==> config.mk <==
export PLATFORM = sky130hd
export DESIGN_NAME = ov7670_stream_gen
export DESIGN_NICKNAME = d
export VERILOG_FILES = /design/src/rtl/ov7670_stream_gen.sv
export SDC_FILE = /design/constraint.sdc
export NUM_CORES = 1
export LEC_CHECK = 0
export BUFFER_PORTS_ARGS = -buffer_cell sky130_fd_sc_hd__buf_2
export CELL_PAD_IN_SITES_DETAIL_PLACEMENT = 1
export CELL_PAD_IN_SITES_GLOBAL_PLACEMENT = 2
export CORE_MARGIN = 3
export CORE_UTILIZATION = 34
export DETAILED_ROUTE_END_ITERATION = 7
export GPL_TIMING_DRIVEN = 0
export PLACE_DENSITY = 0.9
export SLEW_MARGIN = 30
export SYNTH_ARGS = -nofsm -noshare
export SYNTH_HDL_FRONTEND = slang
export SYNTH_SLANG_ARGS = --single-unit
==> constraint.sdc <==
create_clock -name clk -period 3.5 [get_ports clk]
set_clock_uncertainty 0.15 [all_clocks]
set_input_delay 0.175 -clock clk [delete_from_list [all_inputs] [get_ports clk]]
set_output_delay 0.175 -clock clk [all_outputs]
set_load 0.05 [all_outputs]
==> src/rtl/ov7670_stream_gen.sv <==
// OV7670-style RGB565 stream source (vsync/href/px_data) with four test patterns.
// Define OV_GEN_FRAME_SUM_EN to build the per-frame byte checksum on frame_sum.
module ov7670_stream_gen #(
  parameter int H_ACT    = 176,
  parameter int V_ACT    = 144,
  parameter int H_BLANK  = 144,
  parameter int VS_LINES = 3,
  parameter int V_BP     = 17,
  parameter int V_FP     = 10
) (
  input  logic        clk,
  input  logic        rst,
  input  logic        enable,
  input  logic [1:0]  pattern_sel,
  input  logic [15:0] solid_rgb565,
  output logic        vsync,
  output logic        href,
  output logic [7:0]  px_data,
  output logic        frame_done,
  output logic [15:0] frame_cnt,
  output logic [15:0] frame_sum
);
  localparam int LINE_T    = 2 * H_ACT + H_BLANK;
  localparam int M1        = (VS_LINES > V_BP) ? VS_LINES : V_BP;
  localparam int M2        = (V_ACT > V_FP) ? V_ACT : V_FP;
  localparam int MAX_LINES = (M1 > M2) ? M1 : M2;
  // x needs bit 7 for the gradient and y needs bit 3 for the checkerboard
  localparam int XW_RAW    = $clog2(LINE_T);
  localparam int XW        = (XW_RAW > 9) ? XW_RAW : 9;
  localparam int YW_RAW    = $clog2(MAX_LINES);
  localparam int YW        = (YW_RAW > 4) ? YW_RAW : 4;
  localparam int BAR_W     = (H_ACT >= 8) ? H_ACT / 8 : 1;

  localparam logic [XW-1:0] BYTE_LAST = XW'(LINE_T - 1);
  localparam logic [XW-1:0] ACT_BYTES = XW'(2 * H_ACT);
  localparam logic [15:0] BAR_COLORS [8] = '{16'hFFFF, 16'hFFE0, 16'h07FF, 16'h07E0,
                                             16'hF81F, 16'hF800, 16'h001F, 16'h0000};

  typedef enum logic [2:0] {IDLE, VSYNC, VBP, ACTIVE, VFP} state_t;

  state_t        state_q, state_d;
  logic [XW-1:0] byte_x_q, byte_x_d;
  logic [YW-1:0] line_y_q, line_y_d;
  logic [1:0]    pat_q, pat_d;
  logic [15:0]   solid_q, solid_d;
  logic [15:0]   frame_cnt_q, frame_cnt_d;
  logic [YW-1:0] seg_last;
  logic          byte_last;
  logic          seg_end;
  logic          start;

  always_comb begin
    seg_last = '0;
    case (state_q)
      VSYNC:   seg_last = YW'(VS_LINES - 1);
      VBP:     seg_last = YW'(V_BP - 1);
      ACTIVE:  seg_last = YW'(V_ACT - 1);
      VFP:     seg_last = YW'(V_FP - 1);
      default: seg_last = '0;
    endcase
  end

  assign byte_last = (byte_x_q == BYTE_LAST);
  assign seg_end   = byte_last && (line_y_q == seg_last);

  always_comb begin
    state_d     = state_q;
    byte_x_d    = byte_last ? '0 : byte_x_q + 1'b1;
    line_y_d    = byte_last ? line_y_q + 1'b1 : line_y_q;
    pat_d       = pat_q;
    solid_d     = solid_q;
    frame_cnt_d = frame_cnt_q;
    frame_done  = 1'b0;
    start       = 1'b0;
    case (state_q)
      IDLE: begin
        byte_x_d = '0;
        line_y_d = '0;
        start    = enable;
      end
      VSYNC: if (seg_end) begin
        state_d  = VBP;
        line_y_d = '0;
      end
      VBP: if (seg_end) begin
        state_d  = ACTIVE;
        line_y_d = '0;
      end
      ACTIVE: if (seg_end) begin
        state_d  = VFP;
        line_y_d = '0;
      end
      VFP: if (seg_end) begin
        frame_done  = 1'b1;
        frame_cnt_d = frame_cnt_q + 16'd1;
        line_y_d    = '0;
        state_d     = IDLE;
        start       = enable;
      end
      default: state_d = IDLE;
    endcase
    // Pattern inputs are frozen for the whole frame at the VSYNC entry point
    if (start) begin
      state_d  = VSYNC;
      byte_x_d = '0;
      line_y_d = '0;
      pat_d    = pattern_sel;
      solid_d  = solid_rgb565;
    end
  end

  always_ff @(posedge clk or posedge rst) begin
    if (rst) begin
      state_q     <= IDLE;
      byte_x_q    <= '0;
      line_y_q    <= '0;
      pat_q       <= '0;
      solid_q     <= '0;
      frame_cnt_q <= '0;
    end else begin
      state_q     <= state_d;
      byte_x_q    <= byte_x_d;
      line_y_q    <= line_y_d;
      pat_q       <= pat_d;
      solid_q     <= solid_d;
      frame_cnt_q <= frame_cnt_d;
    end
  end

  logic [XW-2:0] pix_x;
  logic [XW-2:0] bar;
  logic [15:0]   rgb;

  assign pix_x = byte_x_q[XW-1:1];
  assign bar   = pix_x / (XW-1)'(BAR_W);

  always_comb begin
    rgb = 16'h0000;
    case (pat_q)
      2'd0:    rgb = (bar < (XW-1)'(8)) ? BAR_COLORS[bar[2:0]] : 16'h0000;
      2'd1:    rgb = solid_q;
      2'd2:    rgb = {pix_x[7:3], pix_x[7:2], 5'd0};
      default: rgb = (pix_x[3] ^ line_y_q[3]) ? 16'hFFFF : 16'h0000;
    endcase
  end

  assign vsync     = (state_q == VSYNC);
  assign href      = (state_q == ACTIVE) && (byte_x_q < ACT_BYTES);
  assign px_data   = href ? (byte_x_q[0] ? rgb[7:0] : rgb[15:8]) : 8'h00;
  assign frame_cnt = frame_cnt_q;

`ifdef OV_GEN_FRAME_SUM_EN
  logic [15:0] acc_q, acc_d, sum_q, sum_d;

  always_comb begin
    acc_d = acc_q;
    sum_d = sum_q;
    if (start) acc_d = '0;
    else if (href) acc_d = acc_q + {8'h00, px_data};
    if (frame_done) sum_d = acc_q;
  end

  always_ff @(posedge clk or posedge rst) begin
    if (rst) begin
      acc_q <= '0;
      sum_q <= '0;
    end else begin
      acc_q <= acc_d;
      sum_q <= sum_d;
    end
  end

  // The finished sum is already visible during the frame_done cycle itself
  assign frame_sum = frame_done ? acc_q : sum_q;
`else
  assign frame_sum = 16'h0000;
`endif

endmodule

==> metrics.md <==
| Metric | Value |
|---|---|
| Outcome | `complete, no violations` |
| Xor/xnor share of the synthesized area | `7.51%` |
| Register bit count reported by yosys | `54` |
| Most instantiated flip-flop cell in the synthesis netlist | `sky130_fd_sc_hd__dfrtp_1` |
| Pin count of the biggest net entering global routing | `45` |
| Synth cell types | `59` |
| # nets final | `497` |
| Syn Area/Cell | `9.11 sq um` |
| Sinks on the clock net | `54` |
| Number of buffers inserted during clock tree synthesis | `5` |
| Post-detailed-route count of antenna-violating nets | `0` |
| Initial standard-cell utilization of the core | `35.5%` |
| FF-to-FF path depth | `8` |
| Dominant combinational cell family by area after synthesis | `simple AND/OR/NAND/NOR gates` |
| Total die area | `about 12000 sq um` |
| Mux contribution to synthesized area | `7.76%` |
| I/O pins | `64` |
| Std cell rows | `36` |
| Leading area contributor after synthesis | `sky130_fd_sc_hd__dfrtp_1` |
| Detailed-route wire length | `9780 um` |
| Clock root cell | `sky130_fd_sc_hd__clkbuf_8` |
| Number of global-route vias before repair | `3327` |
| Global router's overall resource usage | `between 15 and 20%` |
| Worst setup slack before clock tree synthesis | `0.183 ns` |
| Fraction of the yosys area taken by sequential cells | `38.6%` |
| Final worst-path setup slack | `0.198 ns` |
| Top post-synthesis cells by count | `sky130_fd_sc_hd__dfrtp_1 (54), sky130_fd_sc_hd__nor2_1 (46), sky130_fd_sc_hd__nand2_1 (30)` |
| Fraction of layout cells with a size suffix above 1 | `roughly 24%` |
| Detailed Place HPWL | `6890 um` |
| Final Wtd Congestion | `0.769` |
| Floorplan die height | `107 um` |
| Minimum clock period after layout | `3.30 ns` |
| Arithmetic-cell share of the synthesized area counting full adders, half adders and majority gates | `1.36%` |
| MaxCap Viol Count | `0` |
| Clock Latency Late Sink | `0.32 ns` |
| Data arrival time of the critical path | `2.98 ns` |
| Share of synthesized cell area in and, or, nand and nor gates | `between 20 and 25%` |
| Asr flop ratio synth | `100%` |
| Remaining Overflow, GRT | `0` |
| Post-synthesis cell count | `384` |
| Relative max-transition margin | `approximately 47%` |
| Number of enable flip-flop cells after synthesis | `0` |
| Count of pins over their slew limit | `0` |
| Kind of capture point of the worst setup path | `output port` |
| Crit-path max FO | `10` |
| Fin. Hold Viols | `0` |
| Reg clk slew, reported paths | `0.11 ns` |
| WP data required | `~3.2 ns` |
| Violation count after the first detailed-route iteration | `123` |
| Kind of path behind the tightest hold check | `in2async` |
| Number of design rule violations left after detail routing | `0` |
| Combined area of all synthesized cells | `3500 sq um` |
| RSZ-0062 raised after global routing | `no` |
| Global-route wire length before repair | `16500 um` |
| Antenna violations before repair | `0` |
| Placeable Area | `9860 sq um` |
| First drt pass iteration count | `4` |
| Per-cell routed wire length | `16.1 um` |
| Peak VDD IR | `between 150 and 200 uV` |
| Slew at the pin closest to its max-slew limit | `0.794 ns` |
| Die boundary width | `107 um` |
| Fill cell instance count of the final layout | `1166` |
| Most frequently used cell type in the post-synthesis netlist | `sky130_fd_sc_hd__dfrtp_1` |
| Nature of the critical path startpoint | `flop` |
| Clock tree from TritonCTS | `done` |
| Maximum frequency from static timing analysis | `303 MHz` |
| Mean number of vias per cell | `about 5.2` |
| Total of warnings raised by yosys | `0` |
| Most area-consuming cells after synthesis | `sky130_fd_sc_hd__dfrtp_1 (39%), sky130_fd_sc_hd__xor2_1 (5.0%), sky130_fd_sc_hd__nor2_1 (4.9%), sky130_fd_sc_hd__mux2_4 (4.3%), sky130_fd_sc_hd__buf_4 (3.4%)` |
| Post-CTS setup repair buffer count | `0` |
| Share of the clock period used by the worst path after layout | `94.3%` |
| Total power per unit cell area | `258 nW/um^2` |
| Endpoints failing setup | `0` |
| Total via count in the routed design | `3133` |
| P&R area growth vs syn | `22.9%` |
| Kind of critical path | `reg2out` |
| Area share of the largest cell type after synthesis | `38.6%` |
| Leak Pwr | `about 2.2 nW` |
| Antenna Diode Count | `0` |
| CTS H-tree depth | `2` |
| Sum of negative setup slack | `0 ns` |
| Clock Tree Buf Depth | `2` |
| Port buffer count | `between 40 and 50` |
| Complex-gate fraction of the synthesized area | `16.1%` |
==> cells in the final DEF (no fill, tap or decap), types with 6 or more instances in the layout <==
cell                             n
sky130_fd_sc_hd__dfrtp_1        54
sky130_fd_sc_hd__buf_2          50
sky130_fd_sc_hd__nor2_1         46
sky130_fd_sc_hd__nand2_1        30
sky130_fd_sc_hd__xor2_1         20
sky130_fd_sc_hd__dlygate4sd3_1  19
sky130_fd_sc_hd__clkbuf_1       17
sky130_fd_sc_hd__a21oi_1        16
sky130_fd_sc_hd__buf_4          16
sky130_fd_sc_hd__conb_1         16
sky130_fd_sc_hd__o21ai_0        15
sky130_fd_sc_hd__nor3_1         13
sky130_fd_sc_hd__inv_1          10
sky130_fd_sc_hd__xnor2_1        10
sky130_fd_sc_hd__mux2_4         10
sky130_fd_sc_hd__nand3_1         9
sky130_fd_sc_hd__mux2_2          9
sky130_fd_sc_hd__nand4_1         8
sky130_fd_sc_hd__nor4_1          8
sky130_fd_sc_hd__nand2b_1        6
==> cells by family (layout without fill, tap and decap cells) <==
| group | Yosys count | after routing |
|---|---|---|
| AO/OA/AOI/OAI | 76 | 76 |
| flip-flops | 54 | 54 |
| other | 1 | 16 |
| buffers and inverters | 52 | 127 |
| multiplexers | 21 | 21 |
| adder cells (fa/ha/maj) | 4 | 4 |
| XOR/XNOR | 30 | 30 |
| AND/OR/NAND/NOR | 146 | 146 |
==> repair_timing <==
action | in CTS | in global routing
endpoints found under the hold margin | 72 | 0
resized for setup | 1 | 5
gates cloned | 0 | 0
setup endpoints to repair | 5 | 6
hold buffers | 19 | 0
==> critical path, cell delays in order (launching register included) <==
cell and delay (ns):
sky130_fd_sc_hd__dfrtp_1 0.42, sky130_fd_sc_hd__clkbuf_1 0.37, sky130_fd_sc_hd__clkbuf_1 0.41, sky130_fd_sc_hd__nor2_1 0.08
sky130_fd_sc_hd__a41oi_1 0.26, sky130_fd_sc_hd__o2111ai_1 0.20, sky130_fd_sc_hd__a211oi_4 0.40, sky130_fd_sc_hd__o221a_2 0.25
sky130_fd_sc_hd__buf_2 0.26
==> where the power goes <==
group	total [mW]	internal [mW]	switching, mW
sequential	0.624	0.624	0
clock	0.384	0.149	0.235
combinational	0.101	0.0386	0.0627
==> layer usage <==
| layer | up-vias | routed length [um] | track usage, % |
|---|---|---|---|
| li1 | 1503 | - | - |
| met1 | 1561 | 4390 | 22.9 |
| met2 | 61 | 4960 | 30.9 |
| met3 | 8 | 344 | 3.30 |
| met4 | 0 | 84 | 2.98 |
| met5 | - | 0 | 0 |
==> flip-flops by register name, indices dropped and copies added (netlist names) <==
| register | flops |
|---|---|
| state_q | 3 |
| byte_x_q | 9 |
| line_y_q | 8 |
| frame_cnt | 16 |
| solid_q | 16 |
| pat_q | 2 |
==> layout make-up <==
cell class / instances / area (sq um) / area share (%)
Multi-Input combinational cell: 293 / 1950 / 45.4
Sequential cell: 54 / 1350 / 31.4
Timing Repair Buffer: 67 / 453 / 10.5
Buffer: 41 / 234 / 5.44
Tap cell: 133 / 166 / 3.87
Clock buffer: 5 / 68.8 / 1.60
Inverter: 11 / 43.8 / 1.02
Clock inverter: 3 / 28.8 / 0.669
==> metrics by stage <==
stage | utilization [%] | total power [mW] | cells | instance area (sq um) | hold WS [ns]
after floorplan | - | 0.698 | 399 | 3550 | 0.174
final | 43.6 | 1.11 | 607 | 4300 | 0.149
after global routing | 43.6 | 1.15 | 607 | 4300 | 0.152
after global placement | 40.1 | 0.713 | 579 | 3960 | 0.259
after detailed placement | 40.5 | 0.718 | 580 | 3990 | -0.0426
after CTS | 43.4 | 1.12 | 607 | 4280 | 0.160
==> final timing paths <==
path                                    start       endpoint  slack [ns]
min in group clk                       enable    solid_q[14]        0.22
worst max register to register    byte_x_q[0]     solid_q[0]        0.47
worst min register to register  frame_cnt[15]  frame_cnt[15]        0.33
worst min-delay path                      rst  frame_cnt[15]        0.15
worst max-delay path              byte_x_q[7]     px_data[4]        0.20
max in group asynchronous                 rst    byte_x_q[2]        2.59
No activity file was read; power rests on OpenSTA's default activity.
